===== src/rtl/uart_core_fifo_gen_if.sv =====
// uart_core_fifo_gen_if: register-strobe bus between the APB wrapper and the UART core
interface uart_core_fifo_gen_if;
    logic       CSN;
    logic       WEN;
    logic       OEN;
    logic [7:0] DATA_IN;
    logic [7:0] DATA_OUT;
    logic       TXRDY;
    logic       TX_EMPTY;
    logic       RXRDY;
    logic       PARITY_ERR;
    logic       FRAMING_ERR;
    logic       OVERFLOW;
    modport master (
        output CSN, WEN, OEN, DATA_IN,
        input  DATA_OUT, TXRDY, TX_EMPTY, RXRDY, PARITY_ERR, FRAMING_ERR, OVERFLOW
    );
    modport slave (
        input  CSN, WEN, OEN, DATA_IN,
        output DATA_OUT, TXRDY, TX_EMPTY, RXRDY, PARITY_ERR, FRAMING_ERR, OVERFLOW
    );
endinterface


===== src/rtl/uart_core_fifo_gen.sv =====
// uart_core_fifo_gen: 16x-oversampled UART core with run-time frame format and
// depth-parametrised TX/RX FIFOs; each RX entry carries its own error flags.
module uart_core_fifo_gen #(
    parameter int TX_DEPTH   = 16,
    parameter int RX_DEPTH   = 16,
    parameter int BAUD_WIDTH = 13
) (
    input  logic                      CLK,
    input  logic                      RESET_N,
    uart_core_fifo_gen_if.slave       bus,
    input  logic [BAUD_WIDTH-1:0]     BAUD_VAL,
    input  logic [1:0]                DATA_BITS,
    input  logic                      PARITY_EN,
    input  logic                      ODD_N_EVEN,
    input  logic                      STOP2,
    input  logic                      RX,
    output logic                      TX,
    output logic [$clog2(TX_DEPTH):0] TX_LEVEL,
    output logic [$clog2(RX_DEPTH):0] RX_LEVEL
);
    localparam int TAW = $clog2(TX_DEPTH);
    localparam int RAW = $clog2(RX_DEPTH);
    localparam logic [TAW:0] TX_FULL = (TAW+1)'(TX_DEPTH);
    localparam logic [RAW:0] RX_FULL = (RAW+1)'(RX_DEPTH);

    typedef enum logic [2:0] {T_IDLE, T_START, T_DATA, T_PAR, T_STOP1, T_STOP2} tx_state_t;
    typedef enum logic [2:0] {R_IDLE, R_START, R_DATA, R_PAR, R_STOP, R_PUSH} rx_state_t;

    logic [BAUD_WIDTH-1:0] baud_cnt;
    logic                  tick;
    logic [2:0]            last_bit;
    logic [7:0]            data_mask;

    // >= lets the counter recover at once if BAUD_VAL is lowered mid-count
    assign tick      = baud_cnt >= BAUD_VAL;
    assign last_bit  = {1'b0, DATA_BITS} + 3'd4;
    assign data_mask = 8'hFF >> ~DATA_BITS;

    always_ff @(posedge CLK)
        if (!RESET_N || tick) baud_cnt <= '0;
        else baud_cnt <= baud_cnt + 1'b1;

    logic [7:0]     tx_mem [TX_DEPTH];
    logic [TAW-1:0] tx_wp, tx_rp;
    logic           tx_push, tx_pop, tx_bit_end, tx_end;
    tx_state_t      tx_st;
    logic [3:0]     tx_cnt;
    logic [2:0]     tx_bit;
    logic [7:0]     tx_sh;
    logic           tx_par;

    assign tx_push    = !bus.CSN && !bus.WEN && TX_LEVEL != TX_FULL;
    assign tx_bit_end = tick && tx_cnt == 4'd15;
    assign tx_end     = tx_bit_end && (tx_st == T_STOP2 || (tx_st == T_STOP1 && !STOP2));
    assign tx_pop     = TX_LEVEL != '0 && (tx_end || (tx_st == T_IDLE && tick));

    always_ff @(posedge CLK) begin
        if (tx_push) tx_mem[tx_wp] <= bus.DATA_IN;
        if (!RESET_N) begin
            tx_wp    <= '0;
            tx_rp    <= '0;
            TX_LEVEL <= '0;
        end else begin
            tx_wp    <= tx_wp + TAW'(tx_push);
            tx_rp    <= tx_rp + TAW'(tx_pop);
            TX_LEVEL <= TX_LEVEL + (TAW+1)'(tx_push) - (TAW+1)'(tx_pop);
        end
    end

    // Loading straight from a stop bit gives back-to-back frames with no idle gap
    always_ff @(posedge CLK)
        if (!RESET_N) begin
            tx_st  <= T_IDLE;
            TX     <= 1'b1;
            tx_cnt <= '0;
            tx_bit <= '0;
            tx_sh  <= '0;
            tx_par <= 1'b0;
        end else if (tx_pop) begin
            tx_st  <= T_START;
            TX     <= 1'b0;
            tx_cnt <= '0;
            tx_bit <= '0;
            tx_sh  <= tx_mem[tx_rp];
            tx_par <= ^(tx_mem[tx_rp] & data_mask) ^ ODD_N_EVEN;
        end else if (tx_st != T_IDLE && tick) begin
            tx_cnt <= tx_cnt + 1'b1;
            if (tx_cnt == 4'd15)
                case (tx_st)
                    T_START: begin
                        tx_st <= T_DATA;
                        TX    <= tx_sh[0];
                    end
                    T_DATA:
                        if (tx_bit == last_bit) begin
                            tx_st <= PARITY_EN ? T_PAR : T_STOP1;
                            TX    <= PARITY_EN ? tx_par : 1'b1;
                        end else begin
                            tx_bit <= tx_bit + 1'b1;
                            tx_sh  <= tx_sh >> 1;
                            TX     <= tx_sh[1];
                        end
                    T_PAR: begin
                        tx_st <= T_STOP1;
                        TX    <= 1'b1;
                    end
                    T_STOP1: tx_st <= STOP2 ? T_STOP2 : T_IDLE;
                    default: tx_st <= T_IDLE;
                endcase
        end

    assign bus.TXRDY    = TX_LEVEL != TX_FULL;
    assign bus.TX_EMPTY = TX_LEVEL == '0 && tx_st == T_IDLE;

    logic [1:0] rx_sync;
    logic       rxs, rx_sample;
    rx_state_t  rx_st;
    logic [3:0] rx_cnt;
    logic [2:0] rx_bit;
    logic [7:0] rx_byte;
    logic       rx_perr, rx_ferr;

    assign rxs       = rx_sync[1];
    assign rx_sample = tick && rx_cnt == (rx_st == R_START ? 4'd7 : 4'd15);

    always_ff @(posedge CLK)
        if (!RESET_N) rx_sync <= 2'b11;
        else rx_sync <= {rx_sync[0], RX};

    always_ff @(posedge CLK)
        if (!RESET_N) begin
            rx_st   <= R_IDLE;
            rx_cnt  <= '0;
            rx_bit  <= '0;
            rx_byte <= '0;
            rx_perr <= 1'b0;
            rx_ferr <= 1'b0;
        end else
            case (rx_st)
                R_IDLE:
                    if (!rxs) begin
                        rx_st   <= R_START;
                        rx_cnt  <= '0;
                        rx_bit  <= '0;
                        rx_byte <= '0;
                        rx_perr <= 1'b0;
                        rx_ferr <= 1'b0;
                    end
                R_PUSH: rx_st <= R_IDLE;
                default:
                    if (tick) begin
                        rx_cnt <= rx_sample ? 4'd0 : rx_cnt + 1'b1;
                        if (rx_sample)
                            case (rx_st)
                                R_START: rx_st <= rxs ? R_IDLE : R_DATA;
                                R_DATA: begin
                                    rx_byte[rx_bit] <= rxs;
                                    rx_bit          <= rx_bit + 1'b1;
                                    if (rx_bit == last_bit) rx_st <= PARITY_EN ? R_PAR : R_STOP;
                                end
                                R_PAR: begin
                                    rx_perr <= rxs != (^rx_byte ^ ODD_N_EVEN);
                                    rx_st   <= R_STOP;
                                end
                                default: begin
                                    rx_ferr <= !rxs;
                                    rx_st   <= R_PUSH;
                                end
                            endcase
                    end
            endcase

    logic [9:0]     rx_mem [RX_DEPTH];
    logic [RAW-1:0] rx_wp, rx_rp;
    logic           rd_cyc, rx_full, rx_ne, rx_push, rx_pop;
    logic [9:0]     rx_head;

    assign rd_cyc  = !bus.CSN && !bus.OEN;
    assign rx_full = RX_LEVEL == RX_FULL;
    assign rx_ne   = RX_LEVEL != '0;
    assign rx_push = rx_st == R_PUSH && !rx_full;
    assign rx_pop  = rd_cyc && rx_ne;
    assign rx_head = rx_ne ? rx_mem[rx_rp] : 10'd0;

    // A push into a full FIFO is dropped even when a pop frees a slot that cycle
    always_ff @(posedge CLK) begin
        if (rx_push) rx_mem[rx_wp] <= {rx_ferr, rx_perr, rx_byte};
        if (!RESET_N) begin
            rx_wp        <= '0;
            rx_rp        <= '0;
            RX_LEVEL     <= '0;
            bus.OVERFLOW <= 1'b0;
        end else begin
            rx_wp        <= rx_wp + RAW'(rx_push);
            rx_rp        <= rx_rp + RAW'(rx_pop);
            RX_LEVEL     <= RX_LEVEL + (RAW+1)'(rx_push) - (RAW+1)'(rx_pop);
            bus.OVERFLOW <= (rx_st == R_PUSH && rx_full) || (bus.OVERFLOW && !rd_cyc);
        end
    end

    assign bus.RXRDY       = rx_ne;
    assign bus.DATA_OUT    = rx_head[7:0];
    assign bus.PARITY_ERR  = rx_head[8];
    assign bus.FRAMING_ERR = rx_head[9];
endmodule


===== src/flat_wrapper.sv =====
// flat-port wrapper written by rule: the top's interface ports become plain ports
module uart_core_fifo_gen_flat 
#(
    parameter int TX_DEPTH   = 16,
    parameter int RX_DEPTH   = 16,
    parameter int BAUD_WIDTH = 13
)
  (CLK, RESET_N, BAUD_VAL, DATA_BITS, PARITY_EN, ODD_N_EVEN, STOP2, RX, TX, TX_LEVEL, RX_LEVEL, bus_CSN, bus_WEN, bus_OEN, bus_DATA_IN, bus_DATA_OUT, bus_TXRDY, bus_TX_EMPTY, bus_RXRDY, bus_PARITY_ERR, bus_FRAMING_ERR, bus_OVERFLOW);
  uart_core_fifo_gen_if bus_i ();
  input  logic CLK;
  input  logic RESET_N;
  input  logic [BAUD_WIDTH-1:0] BAUD_VAL;
  input  logic [1:0] DATA_BITS;
  input  logic PARITY_EN;
  input  logic ODD_N_EVEN;
  input  logic STOP2;
  input  logic RX;
  output logic TX;
  output logic [$clog2(TX_DEPTH):0] TX_LEVEL;
  output logic [$clog2(RX_DEPTH):0] RX_LEVEL;
  input wire logic [$bits(bus_i.CSN)-1:0] bus_CSN;
  input wire logic [$bits(bus_i.WEN)-1:0] bus_WEN;
  input wire logic [$bits(bus_i.OEN)-1:0] bus_OEN;
  input wire logic [$bits(bus_i.DATA_IN)-1:0] bus_DATA_IN;
  output wire logic [$bits(bus_i.DATA_OUT)-1:0] bus_DATA_OUT;
  output wire logic [$bits(bus_i.TXRDY)-1:0] bus_TXRDY;
  output wire logic [$bits(bus_i.TX_EMPTY)-1:0] bus_TX_EMPTY;
  output wire logic [$bits(bus_i.RXRDY)-1:0] bus_RXRDY;
  output wire logic [$bits(bus_i.PARITY_ERR)-1:0] bus_PARITY_ERR;
  output wire logic [$bits(bus_i.FRAMING_ERR)-1:0] bus_FRAMING_ERR;
  output wire logic [$bits(bus_i.OVERFLOW)-1:0] bus_OVERFLOW;
  assign bus_i.CSN = bus_CSN;
  assign bus_i.WEN = bus_WEN;
  assign bus_i.OEN = bus_OEN;
  assign bus_i.DATA_IN = bus_DATA_IN;
  assign bus_DATA_OUT = bus_i.DATA_OUT;
  assign bus_TXRDY = bus_i.TXRDY;
  assign bus_TX_EMPTY = bus_i.TX_EMPTY;
  assign bus_RXRDY = bus_i.RXRDY;
  assign bus_PARITY_ERR = bus_i.PARITY_ERR;
  assign bus_FRAMING_ERR = bus_i.FRAMING_ERR;
  assign bus_OVERFLOW = bus_i.OVERFLOW;
  uart_core_fifo_gen #(.TX_DEPTH(TX_DEPTH), .RX_DEPTH(RX_DEPTH), .BAUD_WIDTH(BAUD_WIDTH)) u_core (.CLK(CLK), .RESET_N(RESET_N), .bus(bus_i), .BAUD_VAL(BAUD_VAL), .DATA_BITS(DATA_BITS), .PARITY_EN(PARITY_EN), .ODD_N_EVEN(ODD_N_EVEN), .STOP2(STOP2), .RX(RX), .TX(TX), .TX_LEVEL(TX_LEVEL), .RX_LEVEL(RX_LEVEL));
endmodule

===== config.mk =====
export PLATFORM = sky130hd
export DESIGN_NAME = uart_core_fifo_gen_flat
export DESIGN_NICKNAME = d
export VERILOG_FILES = /design/src/rtl/uart_core_fifo_gen_if.sv /design/src/rtl/uart_core_fifo_gen.sv /design/src/flat_wrapper.sv
export SDC_FILE = /design/constraint.sdc
export NUM_CORES = 1
export LEC_CHECK = 0
export ABC_AREA = 0
export CAP_MARGIN = 20
export CORE_MARGIN = 3
export CORE_UTILIZATION = 56
export CTS_CLUSTER_DIAMETER = 60
export DETAILED_ROUTE_END_ITERATION = 10
export PLACE_DENSITY = 0.86
export SLEW_MARGIN = 20
export SYNTH_ARGS = -nofsm -noshare
export SYNTH_HDL_FRONTEND = slang
export SYNTH_SLANG_ARGS = --single-unit

===== constraint.sdc =====
create_clock -name CLK -period 5.35 [get_ports CLK]
set_input_delay 0.535 -clock CLK [delete_from_list [all_inputs] [get_ports CLK]]
set_output_delay 0.535 -clock CLK [all_outputs]
set_load 0.005 [all_outputs]

==> metrics.yaml, run 1 <==
row_count: 60
slew_violations: 0
syn-num-nets: 1124
ys_seq_area_frac: 0.652
cp_slowest_cell: "clkdlybuf4s50_1"
ys_warn_count: 0
clock-root-buffer: "clkbuf_16"
fin_nets: 1183
tightest_slew_ns: 1.12
total_power_mw: 6.37
grtUsageMet2: 0.381
final_area_um2: 17900
cts.htree.levels: 2
cts_made_buffers: 37
status: "finished, final reports clean"
hpwl_mm: 21.2
die_area_um2: 30200
crit_chain: "clkdlybuf4s50_1 > inv_1 > ha_1 > nor2b_1 > o21a_1 > o21a_1 > o21a_1 > o21bai_1 > a21oi_1 > buf_4 > o21ai_1 > inv_1 > ha_1 > inv_1 > ha_1 > inv_1 > fa_1 > inv_1 > a21oi_1 > nor2_1 > or3_1 > a21oi_1"
synth_edf_count: 288
antenna_violating_nets_post_route: 0
dpl_worst_slack_ns: 1.07
worstHoldPathCells: 1
final-hold-violation-count: 0
synthSimpleGateAreaFrac: 0.0755
power_density_nw_per_um2: 356
yosys.cell_types.count: 62
cp_num_cells: 22
peakVddDrop_v: 0.000309
antenna_found_initial: 0
core-area_um2: 27300
finClkSkew_ns: 0.0197
synth_area_um2: 15800
syn_inst: 1052
synth_top_family_by_area: "multiplexers"
track_usage: 0.215
chipHeight_um: 174
synth_compound_area_frac: 0.0613
cap_viol_max_count: 0
antenna_cells: 0
crit_buf_inv: 7
wirelength_mm: 32.0
cts_sinks: 370
cpMostUsedCell: "inv_1"
grt_setup_unrepaired: "no"
synth_xor_area_frac: 0.0281
end_kind: "register"
final_util: 0.654
synthFlopType: "edfxtp_1"
post_cts_buffers: 0
area_growth_pct: 13.3
gp_congestion: 0.845
synthAdderAreaFrac: 0.0327
cts.clk_slew.worst_paths_ns: 0.06
avgViaCountPerCell: 6.00
met1_usage: 0.266
avgSynthCellArea_um2: 15.0
clk_path_buf_depth: 3
r2r_slack_ns: 1.63
post-route-min-period_ns: 3.81
grt_overflow: 0
clk_latency_ns: 0.52
period_share: 0.711
grt_use_met3: 0.0344
firstDrtPassIters: 7
fin_tns_setup_ns: 0
first_global_vias: 9345
top_usage_layer: "met2"
placed_area_um2: 16700
crit_family: "compound AO/OA/AOI/OAI gates"
worstPathArrival_ns: 4.23
setup.worst_path.start_class: "primary input"
synth.area.mux_share: 0.125
hp-class: "reg -> reg"
tritoncts: "done"
grt_max_degree: 43
cts.repair.resized: 0
io_pins: 57
vias: 9053
numPortBuffers: 56
setup_slack_ns: 1.54
drtIter0Drc: 817
synth-seq-cells: 370
drcViolationCount: 0
rr_worst_depth: 20
start_util: 0.577
crit_required_ns: 5.78
dieWidth_um: 174
p_leak_nw: 5.61
cpPeakStageDelay_ns: 0.45
slew_headroom: 0.255
criticalPathCategory: "in -> reg"
max_freq_mhz: 263
critPathMaxFanout: 12
wire_per_inst_um: 21.2
postCtsHoldBufs: 0
setup_violations: 0
final_layout_size_suffix_gt1_frac: 0.133
synth_async_sr_flop_share: 0
grt_pass1_wl_mm: 51.4
[worst register-to-register path: stages (launching register included)]
cell and delay (ns):
dfxtp_1 0.43, ha_1 0.29, nor2b_1 0.14, o21a_1 0.17, o21a_1 0.17, o21a_1 0.17
o21bai_1 0.20, a21oi_1 0.09, buf_4 0.19, o21ai_1 0.17, inv_1 0.08, ha_1 0.27
inv_1 0.04, ha_1 0.19, inv_1 0.07, fa_1 0.19, inv_1 0.05, a21oi_1 0.12
nor2_1 0.08, or3_1 0.36, a21oi_1 0.15
[placed cells by master, fill, tap and decap left out, types with 4 or more instances in the layout]
cell type	Yosys	routed
edfxtp_1	288	288
nor2_1	84	82
dfxtp_1	82	79
mux4_2	69	69
clkdlybuf4s50_1	0	56
inv_1	44	44
mux2i_1	39	39
clkbuf_16	0	39
ha_1	38	38
nand2_1	35	35
o21ai_0	34	33
a21oi_1	32	32
xnor2_1	26	26
and2_1	25	25
nand3_1	25	25
xor2_1	22	22
nor3_1	16	16
buf_4	3	15
a221oi_1	12	12
nand2b_1	11	11
or3_1	10	10
o211ai_1	10	10
clkbuf_1	37	10
a21o_1	9	9
and3_1	8	8
clkinv_1	1	7
a22oi_1	7	7
o21a_1	6	6
nand4_1	6	6
o31ai_1	6	6
a31oi_1	5	5
a211oi_1	4	4
or4_1	4	4
[power by group]
part | switching, mW | leakage [nW] | internal (mW) | total (mW)
clock | 1.02 | 0.571 | 1.50 | 2.52
combinational | 0.312 | 2.09 | 0.366 | 0.679
sequential | 0.0561 | 2.96 | 3.11 | 3.17
total | 1.39 | 5.61 | 4.98 | 6.37
[sequential cells by signal, indices dropped and copies added (netlist names)]
signal and flops:
u_core.rx_byte 8, u_core.rx_st 3, u_core.rx_mem 160, u_core.rx_perr 1, u_core.tx_bit 3, u_core.bus.OVERFLOW 1, u_core.tx_mem 128, u_core.rx_ferr 1
u_core.tx_par 1, u_core.tx_cnt 4, u_core.tx_st 3, u_core.tx_rp 4, u_core.rx_rp 4, u_core.TX_LEVEL 5, u_core.baud_cnt 13, u_core.rx_bit 3
u_core.rx_wp 4, u_core.rx_cnt 4, u_core.TX 1, u_core.tx_sh 8, u_core.tx_wp 4, u_core.RX_LEVEL 5, u_core.rx_sync 2
[metal layers]
metal	part of all wire	vias up	wire length (µm)
met5	0	-	0
met4	0.034	0	1080
met3	0.053	78	1680
met2	0.52	319	16700
met1	0.39	4498	12500
li1	-	4158	-
[cell usage after synthesis (all sizes together) (26+ instances only)]
| library cell | number | area share |
|---|---|---|
| dfxtp | 82 | 0.10 |
| inv | 44 | 0.010 |
| nor2 | 84 | 0.020 |
| ha | 38 | 0.030 |
| o21ai | 36 | 0.011 |
| edfxtp | 288 | 0.55 |
| mux2i | 39 | 0.025 |
| xnor2 | 26 | 0.014 |
| clkbuf | 37 | 0.0088 |
| a21oi | 32 | 0.010 |
| mux4 | 69 | 0.099 |
| nand2 | 35 | 0.0083 |
[path summary, 6_finish.rpt]
| path | from | to |
|---|---|---|
| worst min-delay path | u_core.rx_sync[0] | u_core.rx_sync[1] |
| worst max register to register | u_core.baud_cnt[1] | u_core.TX_LEVEL[4] |
| worst max-delay path | BAUD_VAL[1] | u_core.TX_LEVEL[4] |
| worst min register to register | u_core.rx_sync[0] | u_core.rx_sync[1] |
[final cells by class]
type | count | area (µm²)
sequential | 370 | 10300
tap | 372 | 465
clock buffer | 51 | 1040
inverter | 45 | 169
multi-input combinational | 585 | 5100
clock inverter | 13 | 136
timing repair buffer | 72 | 678
fill | 1888 | 9450
[metrics by stage]
step | hold slack [ns] | cells
floorplan | 0.386 | 1052
global placement | 0.413 | 1443
detailed placement | 0.410 | 1443
CTS | 0.433 | 1507
global route | 0.461 | 1508
finish | 0.439 | 1508
[logic make-up (layout without fill, tap and decap cells)]
logic type,Yosys count,count (layout)
AO/OA/AOI/OAI,146,146
buffers and inverters,97,181
multiplexers,110,110
adder cells (fa/ha/maj),40,40
XOR/XNOR,49,49
AND/OR/NAND/NOR,240,240
flip-flops,370,370
No activity file was read; power rests on OpenSTA's default activity.
==> run 2, diff against run 1 <==
--- a/config.mk
+++ b/config.mk
@@ -8,10 +8,10 @@
 export ABC_AREA = 0
 export CAP_MARGIN = 20
 export CORE_MARGIN = 3
-export CORE_UTILIZATION = 56
+export CORE_UTILIZATION = 55
 export CTS_CLUSTER_DIAMETER = 60
 export DETAILED_ROUTE_END_ITERATION = 10
-export PLACE_DENSITY = 0.86
+export PLACE_DENSITY = 0.88
 export SLEW_MARGIN = 20
 export SYNTH_ARGS = -nofsm -noshare
 export SYNTH_HDL_FRONTEND = slang
==> constraint.sdc (replaced) <==
create_clock -name CLK -period 3.3 [get_ports CLK]
set_input_delay 0.33 -clock CLK [delete_from_list [all_inputs] [get_ports CLK]]
set_output_delay 0.33 -clock CLK [all_outputs]
set_load 0.005 [all_outputs]
==> run 2 against run 1 <==
  * Setup slack worse by 1.5 ns
  * Via count is 5.4% higher
  * Critical path depth decreased by 3
  * Sequential share of layout area fell by 2.2 points
  * Design area up 3.9%
  * Count of clock-buffer cells in the layout did not move
  * Final cell count up 4.8%
  * Die area increased by 1.8%
  * Register-to-register slack got worse by 1.6 ns
  * Non-clock buffer count rose by 61
  * Wire length grew 13%
  * Critical endpoint unchanged
  * Largest power group unchanged
  * Highest routed layer unchanged
==> metrics.yaml, run 2 (synthesis gave the netlist of run 1 again) <==
status: "finished, final reports clean"
crit_chain: "ha_4 > nor2b_4 > o21a_1 > o21a_1 > o21a_1 > o21bai_2 > a21oi_2 > o21ai_4 > inv_4 > ha_4 > inv_2 > ha_4 > inv_2 > fa_2 > inv_1 > a21oi_1 > nor2_1 > or3_1 > a21oi_2"
end_kind: "register"
cpPeakStageDelay_ns: 0.38  # -0.07 ns
wl_met2_mm: 19.5  # +16%
wl_met1_mm: 13.2  # +5.4%
instances_no_fill: 1580  # +4.8%
row_count: 61  # +1.7%
drcViolationCount: 0  # unchanged
grt_overflow: 0  # unchanged
clock-root-buffer: "clkbuf_16"
power_density_nw_per_um2: 580  # +63%
grt_max_degree: 43  # unchanged
cts.clk_slew.worst_paths_ns: 0.06  # about the same
post-route-min-period_ns: 3.27
wl_met3_mm: 2.20  # +31%
antenna_found_initial: 0  # unchanged
clk_path_buf_depth: 3  # unchanged
setup.worst_path.start_class: "register"
largestRegisters: "u_core.rx_mem (160), u_core.tx_mem (128), u_core.baud_cnt (13)"
antenna_violating_nets_post_route: 0  # unchanged
final_util: 0.664  # +0.00921
total_power_mw: 10.8  # +69%
mostFrequentLayoutCell: "edfxtp_1"
criticalPathCategory: "reg -> reg"
largest_reg_flops: 160  # unchanged
cap_viol_max_count: 0  # unchanged
tritoncts: "done"
avgViaCountPerCell: 6.04  # +0.64%
hp-class: "in -> reg"
first_global_vias: 9904  # +6.0%
final_cell_mix: "288 x edfxtp_1, 84 x nor2_1, 78 x dfxtp_1"
crit_required_ns: 3.76  # -2.02 ns
multi_input_area_um2: 5150  # +1.1%
max_freq_mhz: 306
firstDrtPassIters: 7  # unchanged
start_util: 0.563  # -0.0141
finClkSkew_ns: 0.0256  # +0.00582 ns
peakVddDrop_v: 0.000574  # +86%
area_growth_pct: 17.8
cts.htree.levels: 2  # unchanged
gp_congestion: 0.837  # -0.86%
core-area_um2: 28000  # +2.5%
fillers: 1801  # -4.6%
p_leak_nw: 6.01  # +7.0%
slew_violations: 0  # unchanged
io_pins: 57  # unchanged
dieWidth_um: 175  # +0.87%
cp_slowest_cell: "or3_1"
hpwl_mm: 23.3  # +9.5%
wirelength_mm: 36.1  # +13%
placed_area_um2: 17200  # +3.0%
period_share: 0.990
grt_pass1_wl_mm: 55.9  # +8.7%
layout.area.seq_um2: 10300  # about the same
slew_headroom: 0.499  # +0.245
top_layer: "met4"
final_layout_size_suffix_gt1_frac: 0.195  # +0.0618
max_flop_register: "u_core.rx_mem"
worstPathArrival_ns: 3.72  # -0.51 ns
rr_worst_depth: 19  # -5.0%
cts_made_buffers: 38  # +2.7%
vias: 9546  # +5.4%
fin_tns_setup_ns: 0  # unchanged
tightest_slew_ns: 0.748  # -0.369 ns
numPortBuffers: 56  # unchanged
drtIter0Drc: 953  # +17%
setup_violations: 0  # unchanged
antenna_cells: 0  # unchanged
setup_slack_ns: 0.0319  # -1.51 ns
final_area_um2: 18600  # +3.9%
track_usage: 0.235  # +0.0196
critPathMaxFanout: 2  # -10
die_area_um2: 30800  # +1.8%
clk_latency_ns: 0.52  # about the same
wire_per_inst_um: 22.9  # +7.9%
final-hold-violation-count: 0  # unchanged
dp_cells: 1503  # +4.2%
fin_hold_ws_ns: 0.371  # -0.0676 ns
chipHeight_um: 175  # +0.87%
fin_nets: 1245  # +5.2%
cts_sinks: 370  # unchanged
dpl_worst_slack_ns: -0.483  # -1.55 ns
worstHoldPathCells: 2  # +1
==> run 2: final cells by class <==
type	count	share of cell area
multi-input cells	585	0.277
well taps	378	0.0254
flip-flops and latches	370	0.554
repair buffers	133	0.0640
inverters	45	0.00922
clock buffers	51	0.0595
clock inverters	18	0.0107
==> run 2: repair_timing <==
item | 4_1_cts | 5_1_grt
hold endpoints to repair | 0 | 0
endpoints found under the setup margin | 1 | 5
pin swaps | 2 | 11
cloned | 0 | 1
gates resized for setup | 0 | 5
setup buffers | 5 | 2
hold buffers | 0 | 0
==> run 2: layer usage <==
metal,GRT usage,vias up
met3,0.0370,109
li1,-,4264
met2,0.429,413
met5,0,-
met1,0.283,4760
met4,0.0828,0
==> run 2: path summary, 6_finish.rpt <==
kind	from	to	slack, ns
worst max-delay path	u_core.baud_cnt[1]	u_core.TX_LEVEL[4]	0.03
worst min-delay path	RX	u_core.rx_sync[0]	0.37
worst max register to register	u_core.baud_cnt[1]	u_core.TX_LEVEL[4]	0.03
worst min register to register	u_core.rx_sync[0]	u_core.rx_sync[1]	0.43
==> run 2: critical path: cells and delay by family (launching register included) <==
| kind | cells | cell delay, ns |
|---|---|---|
| AOI/OAI and AO/OA | 8 | 1.27 |
| adders and majority gates | 4 | 0.83 |
| buffers and inverters | 4 | 0.20 |
| DFF | 1 | 0.34 |
| and+or+nand+nor | 3 | 0.57 |
==> run 2: power by group <==
group / switching [mW] / total [mW] / internal (mW)
Combinational: 0.577 / 1.23 / 0.652
Sequential: 0.0777 / 5.12 / 5.05
Clock: 1.74 / 4.42 / 2.68
